<file path="src/rtl/frame_center_snapshot.sv">
`timescale 1ns/1ps
// Once per video frame: capture sprite world locations, convert them to pixel
// centres one sprite per cycle, then commit every sprite to the display at once.
module frame_center_snapshot #(
    parameter int SPRITES    = 2,
    parameter int DIMENSIONS = 2,
    parameter int WIDTH      = 32,
    parameter int SHIFT      = 18,
    parameter int H_ACTIVE   = 1600,
    parameter int V_ACTIVE   = 1200
) (
    input  logic                                            clock_162,
    input  logic                                            rst,
    input  logic                                            frame_start,
    input  logic                                            loc_valid,
    input  logic [SPRITES-1:0][DIMENSIONS-1:0][WIDTH-1:0]   locations,
    output logic [SPRITES-1:0][10:0]                        sprite_row,
    output logic [SPRITES-1:0][11:0]                        sprite_col,
    output logic [SPRITES-1:0]                              oob,
    output logic                                            snapshot_valid,
    output logic                                            busy,
    output logic [7:0]                                      missed_frames
);

    localparam logic [1:0] IDLE     = 2'd0;
    localparam logic [1:0] WAIT_LOC = 2'd1;
    localparam logic [1:0] CONVERT  = 2'd2;
    localparam logic [1:0] COMMIT   = 2'd3;

    localparam int IDX_W = (SPRITES > 1) ? $clog2(SPRITES) : 1;
    localparam logic [IDX_W-1:0] LAST_IDX = IDX_W'(SPRITES - 1);

    typedef logic signed [WIDTH:0] wide_t;

    localparam wide_t COL_MID = wide_t'(H_ACTIVE / 2);
    localparam wide_t COL_MAX = wide_t'(H_ACTIVE - 1);
    localparam wide_t ROW_MID = wide_t'(V_ACTIVE / 2);
    localparam wide_t ROW_MAX = wide_t'(V_ACTIVE - 1);
    localparam logic [11:0] COL_RST = 12'(H_ACTIVE / 2);
    localparam logic [10:0] ROW_RST = 11'(V_ACTIVE / 2);

    function automatic wide_t clamp_axis(input wide_t v, input wide_t hi);
        if (v < 0)
            return '0;
        else if (v > hi)
            return hi;
        else
            return v;
    endfunction

    function automatic logic is_clamped(input wide_t v, input wide_t hi);
        return (v < 0) || (v > hi);
    endfunction

    logic [1:0]                                     state;
    logic [IDX_W-1:0]                               idx;
    logic [SPRITES-1:0][DIMENSIONS-1:0][WIDTH-1:0]  loc_p0;
    logic [SPRITES-1:0][11:0]                       stage_col_p1;
    logic [SPRITES-1:0][10:0]                       stage_row_p1;
    logic [SPRITES-1:0]                             stage_oob_p1;

    logic signed [WIDTH-1:0] cur_x;
    logic signed [WIDTH-1:0] cur_y;
    wide_t sx, sy, col_raw, row_raw, col_sat, row_sat;
    logic  col_clip, row_clip;
    logic  unused_loc;

    // Conversion of the sprite selected by idx from the captured shadow copy
    assign cur_x   = loc_p0[idx][0];
    assign cur_y   = loc_p0[idx][1];
    assign sx      = wide_t'(cur_x) >>> SHIFT;
    assign sy      = wide_t'(cur_y) >>> SHIFT;
    assign col_raw = COL_MID + sx;
    assign row_raw = ROW_MID - sy;
    assign col_sat = clamp_axis(col_raw, COL_MAX);
    assign row_sat = clamp_axis(row_raw, ROW_MAX);
    assign col_clip = is_clamped(col_raw, COL_MAX);
    assign row_clip = is_clamped(row_raw, ROW_MAX);
    assign unused_loc = ^loc_p0;

    assign busy = (state != IDLE);

    always_ff @(posedge clock_162 or posedge rst) begin
        if (rst) begin
            state          <= IDLE;
            idx            <= '0;
            loc_p0         <= '0;
            stage_col_p1   <= '0;
            stage_row_p1   <= '0;
            stage_oob_p1   <= '0;
            oob            <= '0;
            snapshot_valid <= 1'b0;
            missed_frames  <= 8'd0;
            for (int i = 0; i < SPRITES; i++) begin
                sprite_col[i] <= COL_RST;
                sprite_row[i] <= ROW_RST;
            end
        end else begin
            snapshot_valid <= 1'b0;
            if (frame_start && (state != IDLE) && (missed_frames != 8'hFF))
                missed_frames <= missed_frames + 8'd1;

            case (state)
                IDLE: begin
                    if (frame_start)
                        state <= WAIT_LOC;
                end
                // Capture boundary: shadow the whole bus so later changes are ignored
                WAIT_LOC: begin
                    if (loc_valid) begin
                        loc_p0 <= locations;
                        idx    <= '0;
                        state  <= CONVERT;
                    end
                end
                // Staging boundary: one sprite's clamped centre per cycle
                CONVERT: begin
                    stage_col_p1[idx] <= col_sat[11:0];
                    stage_row_p1[idx] <= row_sat[10:0];
                    stage_oob_p1[idx] <= col_clip | row_clip;
                    if (idx == LAST_IDX) begin
                        idx   <= '0;
                        state <= COMMIT;
                    end else begin
                        idx <= idx + 1'b1;
                    end
                end
                // Output boundary: all sprites change together
                COMMIT: begin
                    sprite_col     <= stage_col_p1;
                    sprite_row     <= stage_row_p1;
                    oob            <= stage_oob_p1;
                    snapshot_valid <= 1'b1;
                    idx            <= '0;
                    state          <= IDLE;
                end
                default: state <= IDLE;
            endcase
        end
    end

endmodule

</file>
<file path="config.mk">
export PLATFORM = sky130hd
export DESIGN_NAME = frame_center_snapshot
export DESIGN_NICKNAME = d
export VERILOG_FILES = /design/src/rtl/frame_center_snapshot.sv
export SDC_FILE = /design/constraint.sdc
export NUM_CORES = 1
export LEC_CHECK = 0
export BUFFER_PORTS_ARGS = -buffer_cell sky130_fd_sc_hd__buf_2
export CAP_MARGIN = 20
export CORE_MARGIN = 3
export CORE_UTILIZATION = 40
export CTS_CLUSTER_DIAMETER = 200
export DETAILED_ROUTE_END_ITERATION = 10
export GPL_TIMING_DRIVEN = 0
export PLACE_DENSITY = 0.65
export SLEW_MARGIN = 40
export SYNTH_ARGS = -nofsm -noshare
export SYNTH_HDL_FRONTEND = slang
export SYNTH_SLANG_ARGS = --single-unit
export TNS_END_PERCENT = 10
</file>
<file path="constraint.sdc">
create_clock -name clock_162 -period 7.5 [get_ports clock_162]
set_input_delay 1.5 -clock clock_162 [delete_from_list [all_inputs] [get_ports clock_162]]
set_output_delay 1.5 -clock clock_162 [all_outputs]
set_load 0.005 [all_outputs]
</file>
Yosys cells after proc, flatten, opt, wreduce, memory -nomap -nowiden --
Cells that the tools add are included. W data, S select, Z words.
Storage, ports and cells: flip-flop bits (word level) 236, input bits 132, output and inout port bits 58, word-level logic and storage cells 70
Cells by class: $add $sub $neg 4, $lt $le $gt $ge 6, equal/unequal tests 7, multiplexer cells 23, bitwise gates (word level) 1, reduce and logical (&&, ||, !) cells 11
Operator list (count):
- $mux W64 | 2
- $mux W12 | 3
- $mux W11 | 3
- $gt A15 B12 Y1 const B | 2
- $lt A15 B1 Y1 const B | 2
- $bwmux W24 | 1
- $bwmux W22 | 1
- $add A11 B14 Y15 const A | 1
- $sub A11 B14 Y15 const A | 1
- $demux W12 S1 | 1
- $demux W11 S1 | 1
- $add A8 B1 Y8 const B | 1
- $ne A8 B8 Y1 const B | 1
- $pmux W2 S4 | 1
- $mux W2 | 3
- $ne A2 B2 Y1 const B | 3
- $eq A2 B2 Y1 const B | 2
- $mux W1 | 4
- $reduce_and A2 Y1 | 2
- $logic_and A1 B1 Y1 | 3
- $pmux W1 S3 | 1
- $reduce_and A3 Y1 | 1
- $reduce_bool A3 Y1 | 1
- $bwmux W2 | 1
- other kinds (9) | 10

Logic depth before layout (Yosys ltp) --
word-level depth 7, mapped depth 15, gate-level depth less buffers 10

Least setup slack after synthesis --
OpenSTA, ideal clock, no wires.
path kind register to register, start point reg idx, end point reg stage_oob_p1[0], library setup time 129 ps, arrival 3161 ps, data required time 7371 ps, path slack 4210 ps, stages on the path, launching flop included 16, buffers on the path 6, period minus slack after synthesis 3290 ps, cells stage by stage dfrtp_1 buf_6 buf_12 buf_6 buf_2 buf_2 mux2i_1 ha_1 nand2b_1 a32o_2 a22o_1 a211oi_2 a211oi_1 nor3_4 buf_6 a31oi_2
Between the ends: word-level cells in the longest chain between the ends 7, elaborated cells on any way between the ends 17, those cells by class add/sub: 2; order compare: 6; mux: 5; bitwise: 1; reduce/logical: 3
Ends and longest elaborated chain:
- from (decl) | line 56 | logic [IDX_W-1:0] idx;
- from (signal assigned) | line 125 | idx <= idx + 1'b1;
- $mux W64 (implied by the code) (2 in a row) | line 70 | assign cur_y = loc_p0[idx][1];
- $add A11 B14 Y15 or $sub A11 B14 Y15 (tied branches) | line 73, 74
- $lt A15 B1 Y1 or $gt A15 B12 Y1 (tied branches) | line 52 | return (v < 0) || (v > hi);
- $logic_or A1 B1 Y1 | line 52
- $or A1 B1 Y1 | line 120 | stage_oob_p1[idx] <= col_clip | row_clip;
- $bwmux W2 * | line 120
- to (signal, indexed assignment) | line 120
- to (decl) | line 60 | logic [SPRITES-1:0] stage_oob_p1;
Every way passes the cells marked *; elsewhere a longest branch is shown, timed or not. The select of a mux whose other input is x is not followed. A chain may end at the register's enable or synchronous reset.

Final worst setup path --
start point reg idx, end point reg stage_row_p1[18] (netlist name)
Between the ends: word-level cells in the longest chain between the ends 7, elaborated cells on any way between the ends 13, those cells by class add/sub: 1; order compare: 4; mux: 7; reduce/logical: 1
Ends and longest elaborated chain:
- $mux W64 (implied by the code) (2 in a row) | line 70
- $sub A11 B14 Y15 | line 74 | assign row_raw = ROW_MID - sy;
- $gt A15 B12 Y1 | line 45 | else if (v > hi)
- $mux W11 | line 45
- $mux W11 | line 43 | if (v < 0)
- $bwmux W22 * | line 119 | stage_row_p1[idx] <= row_sat[10:0];
- to (signal, indexed assignment) | line 119
- to (decl) | line 59 | logic [SPRITES-1:0][10:0] stage_row_p1;
Marked as above.

==> impl_metrics.ini <==
[status]
run_status = finished, final reports clean

[worst_setup_path]
worst-endpoint-arrival_ps = 4560
peak_fanout_along_the_critical_path = 10
cp-end-kind = register
sort_of_element_at_the_start_of_the_critical_path = register
setup.worst_path.class = register to register
worst_ep_required_time_ps = 7790

[sta]
worst_slew_pin_slew_ps = 690.7
finalWorstPathRequiredPeriod_ps = 4266
fin_crit_sh_pct = 56.88
final-setup-viol-count = 0
timing.max_slew.rel_slack_pct = 53.95
final-max-slew-violation-count = 0
max_freq_ghz = 0.2344
final_hold_viol_count = 0
worst_clock_skew_ps = 8.275
setup_repair_after_global_routing_missed_its_margin = false
timing.setup.tns_ps = 0

[detailed_routing]
routed-via-count = 5319
drtAntennaViolNets = 0
postRouteWirelength_mm = 18.07
drtPass1Iterations = 5
drcViolationCount = 0
routedWlPerCell_microns = 18.11
drt_iter0_drc = 403
drt-vias-per-instance = 5.330

[synth]
synth.largest_area_cell = sky130_fd_sc_hd__dfrtp_1
synth_top_family_by_area = multiplexers
synth_xor_xnor_area_share_pct = 2.192
synth-edff-count = 0
synth_adder_area_share_pct = 1.483
synthMuxAreaShare_pct = 18.69
mappedNetlistArea_sq_um = 7592
synth.net_count = 759
async_flop_share_pct = 100.0
postSynthAreaPerCell_sq_um = 12.29
yosys_warnings = 0
ys_seq_area_share_pct = 54.28
synth_compound_gate_area_share_pct = 11.12
yosysTopAreaCellShare_pct = 49.44
synth_cell_type_count = 72
post_synth_and_or_nand_nor_area_fraction_pct = 9.509
ys.flop_type = sky130_fd_sc_hd__dfrtp_1
most_area_consuming_cells_after_synthesis = sky130_fd_sc_hd__dfrtp_1 (49%), sky130_fd_sc_hd__mux2_2 (16%), sky130_fd_sc_hd__dfstp_2 (4.8%), sky130_fd_sc_hd__o21ai_0 (3.0%), sky130_fd_sc_hd__mux2i_1 (2.4%)
synth-seq-cells = 164
syn-instance-count = 618

[final_layout]
nNetsFinal = 896
final_cell_count_no_fill = 998
utilization_pct = 49.61
regArea_sq_um = 4121
final_layout_size_suffix_gt1_share_pct = 39.84
filler_cell_count = 1648
total_area_of_multi_input_combinational_cells_sq_um = 3264
syn2layout_area_growth_pct = 19.78
fin_area_sq_um = 9094

[place]
gpl.final_weighted_congestion = 0.8961
port_buffers = 117
dp.final_hpwl_mm = 13.30
post_dp_cell_area_sq_um = 8499
dp_cells = 965

[clock_network]
clock_insertion_delay_worst_skew_ps = 440
tritoncts = built
cts_hold_buf = 0
htree_num_levels = 4
cts_setup_buffers = 0
clkSlewWorstSetupHoldPaths_ps = 60
clock-root-buffer = sky130_fd_sc_hd__clkbuf_16
postCtsResizedCells = 0
cts_inserted_buffers = 17
sinks_on_clock_net = 164
cts.path.max_buffers = 2

[grt]
largest_net_degree_at_the_start_of_global_routing = 88
via_count_of_the_first_global_routing_pass = 5542
globalRouteOverflowTotal = 0
first_pass_grt_wire_length_mm = 29.12
antenna_violations_before_repair = 0
globalRouteTotalUtil_pct = 18.06

[power_and_ir_drop]
p_per_area_nw_per_um2 = 475.9
p_leak_nw = 4.081
vdd_ir_drop_max_uv = 204.5

[run]
cap_violations = 0

[floorplanning]
floorplan.die_area_sq_um = 20670
die_width_microns = 143.8
core_area_sq_um = 18330
number_of_standard_cell_rows_in_the_floorplan = 49
floorplan.initialDensity_pct = 41.42
io_pins = 190
die_h_microns = 143.8

[hold_path]
min-delay-path-class = register to register
[cells by family (layout without fill, tap and decap cells)]
family                   after synthesis  after routing
AO/OA/AOI/OAI                        117            117
adder cells (fa/ha/maj)                9              9
AND/OR/NAND/NOR                      141            141
multiplexers                         128            128
flip-flops                           164            164
XOR/XNOR                              19             19
other                                  0              1
buffers and inverters                 40            190
[cell usage after synthesis (3+ instances only)]
| master | count |
|---|---|
| sky130_fd_sc_hd__xnor2_1 | 13 |
| sky130_fd_sc_hd__buf_6 | 3 |
| sky130_fd_sc_hd__dfrtp_1 | 150 |
| sky130_fd_sc_hd__nor4b_1 | 3 |
| sky130_fd_sc_hd__nor2_1 | 29 |
| sky130_fd_sc_hd__and2_1 | 3 |
| sky130_fd_sc_hd__mux2_2 | 110 |
| sky130_fd_sc_hd__dfstp_2 | 14 |
| sky130_fd_sc_hd__mux2i_1 | 18 |
| sky130_fd_sc_hd__nor2b_1 | 5 |
| sky130_fd_sc_hd__a22oi_1 | 3 |
| sky130_fd_sc_hd__xor2_1 | 6 |
| sky130_fd_sc_hd__a31oi_2 | 4 |
| sky130_fd_sc_hd__ha_1 | 9 |
| sky130_fd_sc_hd__a21oi_1 | 10 |
| sky130_fd_sc_hd__a22o_1 | 7 |
| sky130_fd_sc_hd__nand2_1 | 44 |
| sky130_fd_sc_hd__a32o_1 | 3 |
| sky130_fd_sc_hd__nand3_1 | 14 |
| sky130_fd_sc_hd__o21ai_0 | 45 |
| sky130_fd_sc_hd__a31oi_1 | 8 |
| sky130_fd_sc_hd__nand2b_1 | 5 |
| sky130_fd_sc_hd__nor3b_1 | 4 |
| sky130_fd_sc_hd__nand4_1 | 4 |
| sky130_fd_sc_hd__nor3_1 | 7 |
| sky130_fd_sc_hd__a211oi_1 | 3 |
| sky130_fd_sc_hd__o31ai_1 | 3 |
| sky130_fd_sc_hd__o21ai_1 | 3 |
| sky130_fd_sc_hd__inv_1 | 10 |
| sky130_fd_sc_hd__clkbuf_1 | 19 |
| sky130_fd_sc_hd__and3_1 | 6 |
[stage by stage]
stage	power [mW]	hold WS (ps)	worst slack, ps
after CTS	4.354	488.6	3257
final	4.328	484.7	3234
after detailed placement	3.463	470.2	3303
after floorplan	2.886	440.9	1590
after global routing	4.626	512.7	2990
after global placement	3.380	458.6	133.5
[metal layers]
metal  share of wire (%)  vias up  track usage, %
met3                 6.2       22           5.424
met2                  47      140           28.60
met1                  46     2632           24.04
li1                    -     2525               -
met4                 1.5        0           5.600
met5                   0        -               0
[layout make-up]
| class | instances | share of cell area, % |
|---|---|---|
| inverter | 11 | 0.5366 |
| sequential | 164 | 45.32 |
| multi-input combinational | 414 | 35.90 |
| clock inverter | 13 | 1.637 |
| timing repair buffer | 118 | 6.742 |
| tap | 229 | 3.151 |
| antenna | 1 | 0.02752 |
| clock buffer | 19 | 4.871 |
| buffer | 29 | 1.816 |
[final timing paths]
kind,start,endpoint,slack (ps),depth (start not counted)
max reg2reg,idx,stage_row_p1[18],3230,14
max in group asynchronous,rst,sprite_row[3],5540,3
max,idx,stage_row_p1[18],3230,14
min,stage_row_p1[21],stage_row_p1[21],480,2
min reg2reg,stage_row_p1[21],stage_row_p1[21],480,2
min in group asynchronous,rst,loc_p0[21],1140,2
[layout by cell type, fill, tap and decap left out, types with 4 or more instances in the layout]
cell,count
sky130_fd_sc_hd__dfrtp_1,150
sky130_fd_sc_hd__buf_2,119
sky130_fd_sc_hd__mux2_2,110
sky130_fd_sc_hd__o21ai_0,45
sky130_fd_sc_hd__nand2_1,44
sky130_fd_sc_hd__nor2_1,29
sky130_fd_sc_hd__clkbuf_1,20
sky130_fd_sc_hd__mux2i_1,18
sky130_fd_sc_hd__clkbuf_16,17
sky130_fd_sc_hd__nand3_1,14
sky130_fd_sc_hd__dfstp_2,14
sky130_fd_sc_hd__xnor2_1,13
sky130_fd_sc_hd__a21oi_1,10
sky130_fd_sc_hd__inv_1,9
sky130_fd_sc_hd__ha_1,9
sky130_fd_sc_hd__a31oi_1,8
sky130_fd_sc_hd__nor3_1,7
sky130_fd_sc_hd__a22o_1,7
sky130_fd_sc_hd__and3_1,6
sky130_fd_sc_hd__xor2_1,6
sky130_fd_sc_hd__nand2b_1,5
sky130_fd_sc_hd__nor2b_1,5
sky130_fd_sc_hd__clkinvlp_4,5
sky130_fd_sc_hd__nand4_1,4
sky130_fd_sc_hd__nor3b_1,4
sky130_fd_sc_hd__a31oi_2,4
[critical path, cell delays in order, from the launching register on]
cell and delay (ps):
sky130_fd_sc_hd__dfrtp_1 480, sky130_fd_sc_hd__buf_6 190, sky130_fd_sc_hd__buf_12 140, sky130_fd_sc_hd__buf_6 180
sky130_fd_sc_hd__buf_2 290, sky130_fd_sc_hd__buf_2 310, sky130_fd_sc_hd__mux2i_1 280, sky130_fd_sc_hd__ha_1 300
sky130_fd_sc_hd__nand2b_1 130, sky130_fd_sc_hd__a32o_2 320, sky130_fd_sc_hd__a22o_1 240, sky130_fd_sc_hd__a211oi_2 330
sky130_fd_sc_hd__a211oi_1 190, sky130_fd_sc_hd__nor4b_1 540, sky130_fd_sc_hd__o21ai_0 180
[power by group]
part           internal (mW)  total (mW)  switching, mW  leakage, nW
sequential              1.32        1.63          0.310         1.98
clock                  0.504       0.874          0.370        0.275
combinational          0.854        1.83          0.974         1.83
[registers in the layout, indices dropped and copies added (netlist names)]
name / count
snapshot_valid: 1
sprite_row: 22
idx: 1
state: 2
sprite_col: 24
loc_p0: 56
stage_col_p1: 24
stage_row_p1: 22
stage_oob_p1: 2
oob: 2
missed_frames: 8
No activity file was read; power rests on OpenSTA's default activity.
